## src/rtl/dfs_drp_ctrl.sv

```systemverilog
// DFS actuator: converts a requested frequency into an MMCM CLKOUT divider and
// programs it over DRP, holding the MMCM in reset until both registers are written.
module dfs_drp_ctrl #(
  parameter int         DATA_WIDTH   = 13,
  parameter int         VCO_FREQ     = 6400,
  parameter logic [6:0] INIT_DIV     = 7'd8,
  parameter logic [6:0] REG1_ADDR    = 7'h08,
  parameter logic [6:0] REG2_ADDR    = 7'h09,
  parameter int         DRDY_TIMEOUT = 255,
  parameter int         LOCK_TIMEOUT = 65535,
  parameter int         LOCK_MASK    = 4
) (
  input  logic                  clk,
  input  logic                  rst_n,
  input  logic                  req_en_i,
  input  logic [DATA_WIDTH-1:0] req_data_i,
  output logic                  ack_o,
  output logic                  busy_o,
  output logic                  err_o,
  output logic [6:0]            cur_div_o,
  output logic [6:0]            drp_addr_o,
  output logic [15:0]           drp_di_o,
  output logic                  drp_den_o,
  output logic                  drp_dwe_o,
  input  logic                  drp_drdy_i,
  output logic                  mmcm_rst_o,
  input  logic                  mmcm_locked_i
);

  localparam int                CNT_W       = $clog2(DATA_WIDTH + 1);
  localparam logic [CNT_W-1:0]  LAST_BIT    = CNT_W'(DATA_WIDTH - 1);
  localparam logic [15:0]       DRDY_LAST   = 16'(DRDY_TIMEOUT - 1);
  localparam logic [15:0]       LOCK_LAST   = 16'(LOCK_TIMEOUT - 1);
  localparam logic [15:0]       LOCK_MASK_C = 16'(LOCK_MASK);

  typedef enum logic [2:0] {
    S_IDLE, S_DIV, S_WR1, S_WAIT1, S_WR2, S_WAIT2, S_WAIT_LOCK, S_ACK
  } state_t;

  state_t                r_state;
  state_t                w_next;
  logic                  w_accept;
  logic                  w_div_done;
  logic                  w_wr2_done;
  logic                  w_timeout;

  logic [DATA_WIDTH-1:0] r_req;
  logic [DATA_WIDTH-1:0] r_rem;
  logic [DATA_WIDTH-1:0] r_dvd;
  logic [CNT_W-1:0]      r_bit_cnt;
  logic [15:0]           r_wait_cnt;
  logic [6:0]            r_div;
  logic [1:0]            r_reg2_bits;

  logic [DATA_WIDTH:0]   w_trial;
  logic                  w_ge;
  logic [DATA_WIDTH-1:0] w_rem_nxt;
  logic [DATA_WIDTH-1:0] w_q_nxt;
  logic [6:0]            w_div;
  logic [5:0]            w_high;
  logic [5:0]            w_low;
  logic                  w_edge;
  logic                  w_nocnt;

  logic                  r_ack;
  logic                  r_busy;
  logic                  r_err;
  logic [6:0]            r_cur_div;
  logic [6:0]            r_drp_addr;
  logic [15:0]           r_drp_di;
  logic                  r_drp_den;
  logic                  r_mmcm_rst;

  always_ff @(posedge clk) begin
    if (!rst_n) r_state <= S_IDLE;
    else        r_state <= w_next;
  end

  always_comb begin
    w_next     = r_state;
    w_accept   = 1'b0;
    w_div_done = 1'b0;
    w_wr2_done = 1'b0;
    w_timeout  = 1'b0;
    case (r_state)
      S_IDLE: begin
        if (req_en_i) begin
          w_accept = 1'b1;
          w_next   = S_DIV;
        end
      end
      S_DIV: begin
        if (r_bit_cnt == LAST_BIT) begin
          w_div_done = 1'b1;
          w_next     = S_WR1;
        end
      end
      S_WR1: w_next = S_WAIT1;
      S_WAIT1: begin
        if (drp_drdy_i) begin
          w_next = S_WR2;
        end else if (r_wait_cnt == DRDY_LAST) begin
          w_timeout = 1'b1;
          w_next    = S_ACK;
        end
      end
      S_WR2: w_next = S_WAIT2;
      S_WAIT2: begin
        if (drp_drdy_i) begin
          w_wr2_done = 1'b1;
          w_next     = S_WAIT_LOCK;
        end else if (r_wait_cnt == DRDY_LAST) begin
          w_timeout = 1'b1;
          w_next    = S_ACK;
        end
      end
      S_WAIT_LOCK: begin
        if (mmcm_locked_i && (r_wait_cnt >= LOCK_MASK_C)) begin
          w_next = S_ACK;
        end else if (r_wait_cnt == LOCK_LAST) begin
          w_timeout = 1'b1;
          w_next    = S_ACK;
        end
      end
      S_ACK:   w_next = S_IDLE;
      default: w_next = S_IDLE;
    endcase
  end

  // One restoring-division step; the quotient bits shift into r_dvd as the dividend shifts out.
  always_comb begin
    w_trial   = {r_rem, r_dvd[DATA_WIDTH-1]};
    w_ge      = (w_trial >= {1'b0, r_req});
    w_rem_nxt = w_trial[DATA_WIDTH-1:0] - (w_ge ? r_req : '0);
    w_q_nxt   = {r_dvd[DATA_WIDTH-2:0], w_ge};

    if ((r_req == '0) || (w_q_nxt > DATA_WIDTH'(126))) w_div = 7'd126;
    else if (w_q_nxt == '0)                             w_div = 7'd1;
    else                                                w_div = w_q_nxt[6:0];

    w_high  = w_div[6:1];
    w_low   = w_div[5:0] - w_high;
    w_edge  = w_div[0];
    w_nocnt = 1'b0;
    // Divide-by-1 bypasses the counter entirely, so the edge bit has no meaning there.
    if (w_div == 7'd1) begin
      w_high  = 6'd1;
      w_low   = 6'd1;
      w_edge  = 1'b0;
      w_nocnt = 1'b1;
    end
  end

  always_ff @(posedge clk) begin
    if (!rst_n) begin
      r_ack       <= 1'b0;
      r_busy      <= 1'b0;
      r_err       <= 1'b0;
      r_cur_div   <= INIT_DIV;
      r_drp_addr  <= '0;
      r_drp_di    <= '0;
      r_drp_den   <= 1'b0;
      r_mmcm_rst  <= 1'b0;
      r_req       <= '0;
      r_rem       <= '0;
      r_dvd       <= '0;
      r_bit_cnt   <= '0;
      r_wait_cnt  <= '0;
      r_div       <= INIT_DIV;
      r_reg2_bits <= '0;
    end else begin
      r_ack     <= (w_next == S_ACK);
      r_busy    <= (w_next != S_IDLE);
      r_drp_den <= (w_next == S_WR1) || (w_next == S_WR2);

      if (w_next != r_state) r_wait_cnt <= '0;
      else                   r_wait_cnt <= r_wait_cnt + 16'd1;

      if (w_accept) begin
        r_req      <= req_data_i;
        r_err      <= 1'b0;
        r_mmcm_rst <= 1'b1;
        r_rem      <= '0;
        r_dvd      <= DATA_WIDTH'(VCO_FREQ);
        r_bit_cnt  <= '0;
      end

      if (r_state == S_DIV) begin
        r_rem     <= w_rem_nxt;
        r_dvd     <= w_q_nxt;
        r_bit_cnt <= r_bit_cnt + CNT_W'(1);
      end

      if (w_div_done) begin
        r_div       <= w_div;
        r_reg2_bits <= {w_edge, w_nocnt};
        r_drp_addr  <= REG1_ADDR;
        r_drp_di    <= {4'b0, w_high, w_low};
      end

      if ((r_state == S_WAIT1) && (w_next == S_WR2)) begin
        r_drp_addr <= REG2_ADDR;
        r_drp_di   <= {8'b0, r_reg2_bits, 6'b0};
      end

      if (w_wr2_done) begin
        r_cur_div  <= r_div;
        r_mmcm_rst <= 1'b0;
      end

      if (w_timeout) begin
        r_err      <= 1'b1;
        r_mmcm_rst <= 1'b0;
      end
    end
  end

  assign ack_o      = r_ack;
  assign busy_o     = r_busy;
  assign err_o      = r_err;
  assign cur_div_o  = r_cur_div;
  assign drp_addr_o = r_drp_addr;
  assign drp_di_o   = r_drp_di;
  assign drp_den_o  = r_drp_den;
  assign drp_dwe_o  = r_drp_den;
  assign mmcm_rst_o = r_mmcm_rst;

endmodule

```

## config.mk

```make
export PLATFORM = sky130hd
export DESIGN_NAME = dfs_drp_ctrl
export DESIGN_NICKNAME = d
export VERILOG_FILES = /design/src/rtl/dfs_drp_ctrl.sv
export SDC_FILE = /design/constraint.sdc
export NUM_CORES = 1
export LEC_CHECK = 0
export BUFFER_PORTS_ARGS = -buffer_cell sky130_fd_sc_hd__buf_2
export CORE_ASPECT_RATIO = 0.8
export CORE_MARGIN = 8
export CORE_UTILIZATION = 40
export CTS_CLUSTER_DIAMETER = 40
export DETAILED_ROUTE_END_ITERATION = 8
export PLACE_DENSITY = 0.63
export SETUP_SLACK_MARGIN = 0.3
export SKIP_CTS_REPAIR_TIMING = 1
export SYNTH_ARGS = -nofsm -noshare
export SYNTH_HDL_FRONTEND = slang
export SYNTH_SLANG_ARGS = --single-unit
export TNS_END_PERCENT = 5
```

## constraint.sdc

```tcl
create_clock -name clk -period 8.56 [get_ports clk]
set_input_delay 2.14 -clock clk [delete_from_list [all_inputs] [get_ports clk]]
set_output_delay 2.14 -clock clk [all_outputs]
set_load 0.01 [all_outputs]
```

==> results of run 1 <==
-- power by group --
part / switching [mW] / internal (mW)
Clock: 0.177 / 0.244
Sequential: 0.0277 / 0.477
Combinational: 0.282 / 0.218
-- synth_stat cells (2+ instances only) --
cell type,instances,area [sq um]
a211o_1,2,17.5
buf_2,2,10.0
nand4_1,10,62.6
nand2b_1,3,18.8
nand2_1,63,236
a21oi_1,35,175
fa_1,2,40.0
nor2b_1,9,56.3
a211oi_1,8,60.1
xor2_1,18,158
and2_1,2,12.5
mux2i_1,7,70.1
a22oi_1,23,173
a31oi_1,6,37.5
o21a_1,4,30.0
dfxtp_1,97,1940
buf_4,10,75.1
a32oi_1,2,17.5
inv_1,33,124
nand4b_1,2,17.5
and3_1,6,37.5
and4_1,2,17.5
nor2_4,8,90.1
xnor2_1,9,78.8
o21ai_0,19,95.1
a21boi_0,3,22.5
nor2_1,71,267
ha_1,38,475
nor3_1,10,50.1
o22ai_1,2,12.5
nor4_1,4,25.0
nand3_1,17,85.1
nor3b_1,4,30.0
a21o_1,6,45.0
nor2_2,3,18.8
o211ai_1,5,37.5
or3_1,2,12.5
o31ai_1,3,22.5
or4_1,5,37.5
clkbuf_1,25,93.8
-- flip-flops by register name, indices dropped and copies added (netlist names) --
name,flops
drp_addr_o,2
r_state,3
r_rem,13
r_req,13
r_div,7
r_wait_cnt,16
drp_di_o,12
cur_div_o,7
err_o,1
ack_o,1
mmcm_rst_o,1
r_reg2_bits,2
busy_o,1
r_bit_cnt,4
r_dvd,13
drp_den_o,1
-- path summary, 6_finish.rpt --
path | to
setup reg to reg | r_rem[10]$_SDFFE_PN0P_
hold / removal | drp_addr_o[3]$_SDFFE_PN0P_
setup / recovery | r_rem[10]$_SDFFE_PN0P_
hold reg to reg | drp_addr_o[3]$_SDFFE_PN0P_
-- worst reg2reg max path, delay by kind of cell, from the launching register on --
family,cells,cell delay [ps]
AOI/OAI and AO/OA,6,1820
adders and majority gates,3,860
and+or+nand+nor,4,660
DFF,1,390
buffers and inverters,2,110
xor gates and xnor gates,1,110
-- layer usage --
layer  routed length [um]  GRT usage (%)
met5                    0              0
met4                  177           4.64
met3                  421           3.24
met2                 5600           24.0
met1                 5550           17.9
-- through the flow --
stage	hold slack [ps]	utilization [%]	area (sq um)
2_1_floorplan	439	-	5160
3_3_place_gp	451	42.8	5430
3_5_place_dp	457	42.8	5430
4_1_cts	469	45.3	5740
5_1_grt	491	45.3	5740
6_report	463	45.3	5740
-- layout make-up --
| type | count | area share, % |
|---|---|---|
| inverters | 33 | 2.16 |
| clock buffers | 11 | 4.40 |
| multi-input cells | 441 | 50.6 |
| clock inverters | 5 | 1.07 |
| flip-flops and latches | 97 | 33.8 |
| repair buffers | 46 | 4.10 |
| well taps | 175 | 3.81 |
-- cell usage in the layout, fill, tap and decap left out, types with 5 or more instances in the layout --
cell type / count
a21o_1: 6
or4_1: 5
xnor2_1: 9
nor3_1: 10
nor2_4: 8
nor2b_1: 9
nand4_1: 10
clkbuf_16: 9
nand3_1: 17
inv_1: 33
nor2_1: 70
a211oi_1: 8
and3_1: 6
a31oi_1: 6
xor2_1: 18
ha_1: 38
a22oi_1: 23
o21ai_0: 19
buf_2: 44
a21oi_1: 35
conb_1: 9
dfxtp_1: 97
nand2_1: 63
mux2i_1: 7
o211ai_1: 5
-- kinds of logic after synthesis --
kind of cell / count (synthesis) / share of synthesized area [%]
buffers and inverters: 71 / 6.29
and+or+nand+nor: 226 / 21.8
xor gates and xnor gates: 28 / 5.05
other: 1 / 0.0730
adders and majority gates: 41 / 10.3
AOI/OAI and AO/OA: 129 / 17.1
muxes: 8 / 1.58
DFF: 97 / 37.8
==> impl_results.md, run 1 <==
* Status: finished, final reports clean
* CTS tree: built
* Final Power at 1.43 mW
* First-pass GRT wire length at between 15 and 20 mm
* Seq/Total Area, Yosys at 37.8%
* DIE AREA at 16,700 sq um
* Start point of the critical path: r_req[12]$_SDFFE_PN0P_
* Hold path start: drp_addr_o[3]$_SDFFE_PN0P_
* Seq. cell area at 1940 sq um
* DR vias at about 4,200
* Initial antenna violation count at 0
* Worst-Margin Slew at 1030 ps
* Max-Slew Margin vs Limit at around a third
* Num Clock Sinks at 97
* PwrDens at 248 nW/um^2
* Cells along the critical path: inv_1 > ha_1 > and3_1 > nor3b_1 > a221o_1 > and2_1 > ha_1 > inv_1 > fa_1 > a211o_1 > a21o_1 > o311a_1 > a311oi_1 > xnor2_1 > a22oi_1 > nor2_1
* Count of final setup violators at 0
* Crit-path max FO at 15
* Post-synth EDFFs at 0
* Max incr delay on CP at 530 ps
* Setup_tns at 0 ps
* Element type at the critical path end: register
* Routed WL at 11.7 mm
* Cell leakage power at 2.35 nW
* Largest net degree at the start of global routing at 47
* Synthesized area at 5130 sq um
* Avg Cell Area, Syn at 8.54 sq um
* Minimum clock period at 4100 ps
* Via density at 5.24
* R2r worst-path depth at 16
* Place WS at 4520 ps
* Yosys reg bits at 97
* Critical path buffers and inverters at 2
* H-Tree Depth at 3
* Synth unique cells at 61
* Vias in the first global route at 4,136
* Starting Density at 40.5%
* Cells after synthesis at 601
* CTS root buffer: clkbuf_16
* Flop-to-flop setup slack at 4460 ps
* PortBufs at 44
* GRT Total Usage at 14.4%
* Crit-path leading delay family: compound AO/OA/AOI/OAI gates
* Grt ovf at 0
* Area Overhead vs Synth at 11.8%
* Synth Flop Type: dfxtp_1
* RR Startpoint: r_req[12]$_SDFFE_PN0P_
* Slew Limit Fails at 0
* Setup Skew at 10.6 ps
* Die height at between 100 and 150 um
* DR DRC count at 0
* Crit Path Class: register to register
* Multi-input gate area at 2910 sq um
* Async set-reset flop share out of synthesis at 0%
* Layout net count at 686
* Number of I/O pins at 54
* Post-DP HPWL at 8.55 mm
* Hold Violations, Final at 0
* CORE AREA at 12,700 sq um
* VDD IR max at 0.000110 V
* Startpoint types: register
* Fmax achieved at ~0.24 GHz
* CTS Buffer Depth at 2
* Filler cells at approximately 1,300
* Routability Congestion at 0.807
* Iter 0 DRT Violations at 265
* Clock latency on the worst-skew pair at ~350 ps
* Placed insts at 792
* Die width at 143 um
* Non-Filler Instances at just over 800
* Slowest stage cell, crit path: a221o_1
* Num rows at 37
* TritonRoute pass-1 iters at 4
* Hold Path Depth at 2
* CP Depth at 16
* Setup ws final at 4460 ps
* Post-DR wirelength/cell at 14.5 um
* RSZ-0062 raised after global routing: no
* Worst Path Required at 8780 ps
* Number of diodes at 0
* Fin crit share at 47.9%
* Tightest Hold Check Type: register to register
* Antenna viol nets, final at 0
* Clock buffer count from CTS at 9
* Critical path arrival at ~4300 ps
* Layout cell share with drive strength beyond 1 at 13.4%
* Number of max-cap violations at 0
* Yosys Warn Count at 0
* Reg clk slew, reported paths at 70 ps
No activity file was read; power rests on OpenSTA's default activity.
==> run 2: changes to the inputs <==
--- a/config.mk
+++ b/config.mk
@@ -11,7 +11,7 @@
 export CORE_UTILIZATION = 40
 export CTS_CLUSTER_DIAMETER = 40
 export DETAILED_ROUTE_END_ITERATION = 8
-export PLACE_DENSITY = 0.63
+export PLACE_DENSITY = 0.65
 export SETUP_SLACK_MARGIN = 0.3
 export SKIP_CTS_REPAIR_TIMING = 1
 export SYNTH_ARGS = -nofsm -noshare
==> constraint.sdc (replaced) <==
create_clock -name clk -period 3.7 [get_ports clk]
set_input_delay 0.925 -clock clk [delete_from_list [all_inputs] [get_ports clk]]
set_output_delay 0.925 -clock clk [all_outputs]
set_load 0.01 [all_outputs]
==> run 2 against run 1 <==
Net effect:
- core utilization rose by 2.7 points
- routed wire length rose by 5.1%
- register-to-register slack got worse by 4400 ps
- flip-flop and latch count stayed put
- worst setup slack worse by 4400 ps
- non-clock buffer count increased by 21
- die area unchanged
- worst hold slack is essentially flat
- sequential power up 130%
- critical path type unchanged
- largest power group is now combinational logic
- highest routed layer unchanged
==> impl_results.md, run 2 (synthesized netlist as in run 1, its figures left out) <==
* First-pass GRT wire length at 20.3 mm (+3.0%)
* Die height at 117 um (unchanged)
* CORE AREA at 12,700 sq um (unchanged)
* Non-Filler Instances at 827 (+2.4%)
* Setup_tns at 0 ps (unchanged)
* Start point of the critical path: r_req[2]$_SDFFE_PN0P_
* Critical path arrival at 3810 ps (-510 ps)
* DR DRC count at 0 (unchanged)
* Max incr delay on CP at 390 ps (-140 ps)
* RSZ-0062 raised after global routing: yes
* Area Overhead vs Synth at 18.4%
* GRT Total Usage at 14.7% (+0.32 points)
* Initial antenna violation count at 0 (unchanged)
* Multi-input gate area at 3110 sq um (+6.9%)
* Max-Slew Margin vs Limit at 48.4% (+17 points)
* Cells along the critical path: inv_2 > ha_4 > a21o_1 > a31oi_4 > o21ai_2 > a221o_1 > and2_4 > ha_4 > inv_2 > fa_2 > a211o_1 > a21o_1 > o311a_1 > a311oi_2 > xnor2_1 > a22oi_1 > nor2_1
* Routed WL at 12.3 mm (+5.1%)
* Placed insts at 806 (+1.8%)
* Most flops, register: r_wait_cnt
* Slowest stage cell, crit path: o311a_1
* R2r worst-path depth at 17 (+1)
* Hold Path Depth at 2 (unchanged)
* Minimum clock period at 3610 ps (-487 ps)
* Slew Limit Fails at 0 (unchanged)
* H-Tree Depth at 3 (unchanged)
* Largest net degree at the start of global routing at 48 (+2.1%)
* Fin crit share at 97.7% (+50 points)
* CTS root buffer: clkbuf_16
* Flop-to-flop setup slack at 90 ps (-4370 ps)
* Hold path endpoint: drp_addr_o[3]$_SDFFE_PN0P_
* Vias in the first global route at 4,313 (+4.3%)
* Largest register FFs at 16 (unchanged)
* Number of max-cap violations at 0 (unchanged)
* Post-DP HPWL at 8.86 mm (+3.7%)
* Clock latency on the worst-skew pair at 330 ps (-20 ps)
* Antenna viol nets, final at 0 (unchanged)
* TritonRoute pass-1 iters at 4 (unchanged)
* Number of I/O pins at 54 (unchanged)
* Post-DR wirelength/cell at 14.9 um (+2.7%)
* Num Clock Sinks at 97 (unchanged)
* Commonest cells after routing, fill and taps aside: dfxtp_1 (84), nor2_1 (69), nand2_1 (63), buf_2 (44), a21oi_1 (31)
* Iter 0 DRT Violations at 221 (-17%)
* Worst Path Required at 3900 ps (-4880 ps)
* PortBufs at 44 (unchanged)
* Routability Congestion at 0.888 (+10%)
* Hold Violations, Final at 0 (unchanged)
* PwrDens at 573 nW/um^2 (+130%)
* Crit-path max FO at 4 (-11)
* VDD IR max at 0.000299 V (+170%)
* Setup ws final at 85.4 ps (-4370 ps)
* RR Startpoint: r_req[2]$_SDFFE_PN0P_
* Startpoint types: register
* Tightest Hold Check Type: register to register
* Worst-Margin Slew at 771 ps (-255 ps)
* Num rows at 37 (unchanged)
* CTS tree: built
* Hold path start: drp_addr_o[3]$_SDFFE_PN0P_
* Layout net count at 707 (+3.1%)
* Element type at the critical path end: register
* Via density at 5.23 (-0.15%)
* Clock buffer count from CTS at 9 (unchanged)
* Layout cell share with drive strength beyond 1 at 22.2% (+8.8 points)
* Status: finished, final reports clean
* CTS Buffer Depth at 2 (unchanged)
* Count of final setup violators at 0 (unchanged)
* Starting Density at 40.5% (unchanged)
* Place WS at 56.3 ps (-4460 ps)
* Number of diodes at 0 (unchanged)
* Seq. cell area at 1960 sq um (+0.84%)
* Worst r2r dst: r_rem[10]$_SDFFE_PN0P_
* DIE AREA at 16,700 sq um (unchanged)
* Die width at 143 um (unchanged)
* DR vias at 4,329 (+2.2%)
* Cell leakage power at 2.47 nW (+4.9%)
* Fmax achieved at 0.277 GHz (+13%)
* Filler cells at 1,244 (-1.0%)
* Most common cell after layout, fill and taps aside: dfxtp_1
* Reg clk slew, reported paths at 60 ps (about the same)
* Grt ovf at 0 (unchanged)
* Setup Skew at 5.31 ps (-5.28 ps)
* Crit Path Class: register to register
## run 2: cell count changes in the layout (fill, tap and decap cells not counted), sizes merged
cell,change
clkinv,-1
inv,-1
buf,+21
## run 2: power by group
| part | internal [mW] | switching, mW | total [mW] |
|---|---|---|---|
| Clock | 0.517 | 0.379 | 0.896 |
| Combinational | 0.672 | 0.734 | 1.41 |
| Sequential | 1.11 | 0.0740 | 1.18 |
| Total | 2.29 | 1.19 | 3.48 |
## run 2: per-stage QoR
step / util, % / area (sq um) / hold slack [ps] / power, mW
global placement: 43.7 / 5540 / 451 / 2.39
floorplan: - / 5180 / 439 / 2.14
global route: 47.9 / 6080 / 499 / 3.72
detailed placement: 43.7 / 5540 / 458 / 2.40
finish: 47.9 / 6080 / 464 / 3.48
CTS: 45.8 / 5820 / 469 / 3.32
## run 2: layout make-up
| type | instances | area share [%] |
|---|---|---|
| clock buffer | 11 | 3.83 |
| inverter | 33 | 2.04 |
| tap | 175 | 3.60 |
| multi-input combinational | 441 | 51.1 |
| clock inverter | 3 | 0.720 |
| timing repair buffer | 67 | 6.46 |
| sequential | 97 | 32.2 |
## run 2: worst max-delay path: cells and delay by family, from the launching register on
| kind | cells | cell delay [ps] |
|---|---|---|
| compound gates | 9 | 1920 |
| fa+ha+maj | 3 | 770 |
| buf+inv | 2 | 90 |
| simple gates | 2 | 240 |
| xor+xnor | 1 | 110 |
| flops | 1 | 340 |
## run 2: routing by layer
layer	up-vias	GRT usage, %	part of all wire (%)
li1	2175	-	-
met1	2076	18.3	47
met2	63	24.7	49
met3	15	2.76	3.0
met4	0	5.17	1.5
met5	-	0	0
## run 2: how the worst max path moves through the flow
stage | endpoint | slack (ps) | cells after the start
after detailed placement | r_rem[10]$_SDFFE_PN0P_ | 60 | 16
after global routing | r_rem[10]$_SDFFE_PN0P_ | -60 | 17
after floorplan | r_rem[10]$_SDFFE_PN0P_ | 310 | 16
after global placement | r_rem[10]$_SDFFE_PN0P_ | 130 | 16
final | r_rem[10]$_SDFFE_PN0P_ | 90 | 17
after CTS | r_rem[10]$_SDFFE_PN0P_ | 10 | 16
==> run 3: changes to the inputs <==
--- a/config.mk
+++ b/config.mk
@@ -6,12 +6,14 @@
 export NUM_CORES = 1
 export LEC_CHECK = 0
 export BUFFER_PORTS_ARGS = -buffer_cell sky130_fd_sc_hd__buf_2
+export CELL_PAD_IN_SITES_DETAIL_PLACEMENT = 1
+export CELL_PAD_IN_SITES_GLOBAL_PLACEMENT = 1
 export CORE_ASPECT_RATIO = 0.8
 export CORE_MARGIN = 8
 export CORE_UTILIZATION = 40
 export CTS_CLUSTER_DIAMETER = 40
 export DETAILED_ROUTE_END_ITERATION = 8
-export PLACE_DENSITY = 0.65
+export PLACE_DENSITY = 0.81
 export SETUP_SLACK_MARGIN = 0.3
 export SKIP_CTS_REPAIR_TIMING = 1
 export SYNTH_ARGS = -nofsm -noshare
==> run 3 against run 2 <==
Net effect:
- clock skew grew 1.2 ps
- worst hold slack better by 2.4 ps
- routed wire length rose by 19%
- first-iteration DRC count is 2.7% higher
- die area did not move
- via count up 3.0%
- non-clock buffer count grew 3
==> impl_results.md, run 3 (synthesized netlist as in run 1, its figures left out) <==
* Status: finished, final reports clean
* RR Startpoint: r_req[0]$_SDFFE_PN0P_
* Area Overhead vs Synth at 18.5%
* Critical path arrival at 3930 ps (+120 ps)
* R2r worst-path depth at 16 (-1)
* RSZ-0062 raised after global routing: yes
* Post-DP HPWL at 10.2 mm (+15%)
* Setup Skew at 6.50 ps (+1.19 ps)
* CORE AREA at 12,700 sq um (unchanged)
* Layout cell share with drive strength beyond 1 at 21.9% (-0.32 points)
* Initial antenna violation count at 0 (unchanged)
* Filler cells at 1,548 (+24%)
* Count of final setup violators at 0 (unchanged)
* Fin Hold WS at 466 ps (+2.40 ps)
* DR DRC count at 0 (unchanged)
* Num Clock Sinks at 97 (unchanged)
* CP Capture Point: r_rem[10]$_SDFFE_PN0P_
* Commonest cells after routing, fill and taps aside: dfxtp_1 (86), nor2_1 (70), nand2_1 (62), buf_2 (44), a21oi_1 (34)
* Antenna viol nets, final at 0 (unchanged)
* Final Util at 48.0% (+0.059 points)
* Iter 0 DRT Violations at 227 (+2.7%)
* Largest register FFs at 16 (unchanged)
* First-pass GRT wire length at 23.9 mm (+18%)
* TritonRoute pass-1 iters at 4 (unchanged)
* PwrDens at 600 nW/um^2 (+4.8%)
* Fmax achieved at 0.271 GHz (-2.0%)
* Number of max-cap violations at 0 (unchanged)
* Die width at 143 um (unchanged)
* Startpoint types: register
* CTS tree: built
* Reg clk slew, reported paths at 80 ps (+20 ps)
* CTS Buffer Depth at 2 (unchanged)
* Vias in the first global route at 4,873 (+13%)
* Clock latency on the worst-skew pair at 350 ps (+20 ps)
* Worst r2r dst: r_rem[10]$_SDFFE_PN0P_
* Fin crit share at 99.7% (+2.0 points)
* DIE AREA at 16,700 sq um (unchanged)
* Most flops, register: r_wait_cnt
* Starting Density at 40.5% (unchanged)
* Routed WL at 14.7 mm (+19%)
* Number of I/O pins at 54 (unchanged)
* VDD IR max at 0.000373 V (+25%)
* H-Tree Depth at 3 (unchanged)
* Layout net count at 710 (+0.42%)
* Start point of the critical path: r_req[0]$_SDFFE_PN0P_
* Crit Path Class: register to register
* Cell leakage power at 2.50 nW (+1.3%)
* Largest net degree at the start of global routing at 29 (-40%)
* Number of diodes at 0 (unchanged)
* Final Cell Area at 6090 sq um (+0.12%)
* Crit-path max FO at 4 (unchanged)
* Most common cell after layout, fill and taps aside: dfxtp_1
* Hold Path Depth at 2 (unchanged)
* Element type at the critical path end: register
* Slew Limit Fails at 0 (unchanged)
* Num rows at 37 (unchanged)
* DR vias at 4,461 (+3.0%)
* Grt ovf at 0 (unchanged)
* Routability Congestion at 0.869 (-2.1%)
* Minimum clock period at 3690 ps (+73.8 ps)
* Tightest Hold Check Type: register to register
* Max-Slew Margin vs Limit at 42.9% (-5.5 points)
* Worst Path Required at 3940 ps (+40 ps)
* Flop-to-flop setup slack at 10 ps (-70 ps)
* Die height at 117 um (unchanged)
* PortBufs at 44 (unchanged)
* Post-DR wirelength/cell at 17.6 um (+18%)
* Via density at 5.36 (+2.4%)
* GRT Total Usage at 17.4% (+2.7 points)
* DP Area at 5560 sq um (+0.36%)
* Hold Violations, Final at 0 (unchanged)
* Worst-Margin Slew at 853 ps (+81.9 ps)
* CTS root buffer: clkbuf_16
* Clock buffer count from CTS at 9 (unchanged)
## run 3: critical path, cell delays in order (launching register included)
cell and delay (ps):
dfxtp_1 370, ha_4 280, nand2b_4 110, a31oi_2 90, o21ai_2 180, a221o_1 220, and2_4 170, ha_4 130
inv_2 40, fa_2 380, a211o_1 320, a21o_1 210, o311a_1 390, a311oi_2 320, xnor2_1 120, a22oi_1 170
nor2_1 70
## run 3: per-stage QoR
step / TNS (ps) / instances / power [mW] / worst slack [ps]
2_1_floorplan: 0 / 609 / 2.14 / 311
3_3_place_gp: 0 / 809 / 2.38 / 175
3_5_place_dp: 0 / 809 / 2.44 / 14.2
4_1_cts: -29.1 / 825 / 3.43 / -29.1
5_1_grt: -404 / 832 / 3.86 / -160
6_report: 0 / 832 / 3.65 / 11.7
## run 3: metal layers
| layer | up-vias | track usage [%] | wire length [um] |
|---|---|---|---|
| met5 | - | 0 | 0 |
| met4 | 0 | 4.51 | 149 |
| met3 | 12 | 4.34 | 553 |
| met2 | 70 | 29.5 | 7260 |
| met1 | 2203 | 21.4 | 6690 |
| li1 | 2176 | - | - |
## run 3: worst min-delay path by stage
stage	end	start	slack [ps]
finish	r_req[10]$_SDFFE_PN0P_	r_req[10]$_SDFFE_PN0P_	470
detailed placement	r_wait_cnt[0]$_SDFF_PP0_	r_wait_cnt[0]$_SDFF_PP0_	460
global route	r_req[10]$_SDFFE_PN0P_	r_req[10]$_SDFFE_PN0P_	480
floorplan	r_wait_cnt[0]$_SDFF_PP0_	r_wait_cnt[0]$_SDFF_PP0_	440
global placement	drp_addr_o[3]$_SDFFE_PN0P_	drp_addr_o[3]$_SDFFE_PN0P_	450
CTS	drp_di_o[5]$_SDFFE_PP0P_	drp_di_o[5]$_SDFFE_PP0P_	480
## run 3: layout make-up
class / count / area [sq um] / share of cell area, %
sequential: 97 / 1960 / 32.2
inverter: 33 / 126 / 2.08
tap: 175 / 219 / 3.60
clock inverter: 7 / 86.3 / 1.42
multi-input combinational: 441 / 3060 / 50.2
clock buffer: 9 / 225 / 3.70
timing repair buffer: 70 / 415 / 6.83
## run 3: report_power, final
group          total, mW  leakage (nW)  switching (mW)  internal (mW)
Sequential          1.17         0.792          0.0683           1.10
Combinational       1.53          1.56           0.834          0.699
Clock              0.948         0.150           0.466          0.483
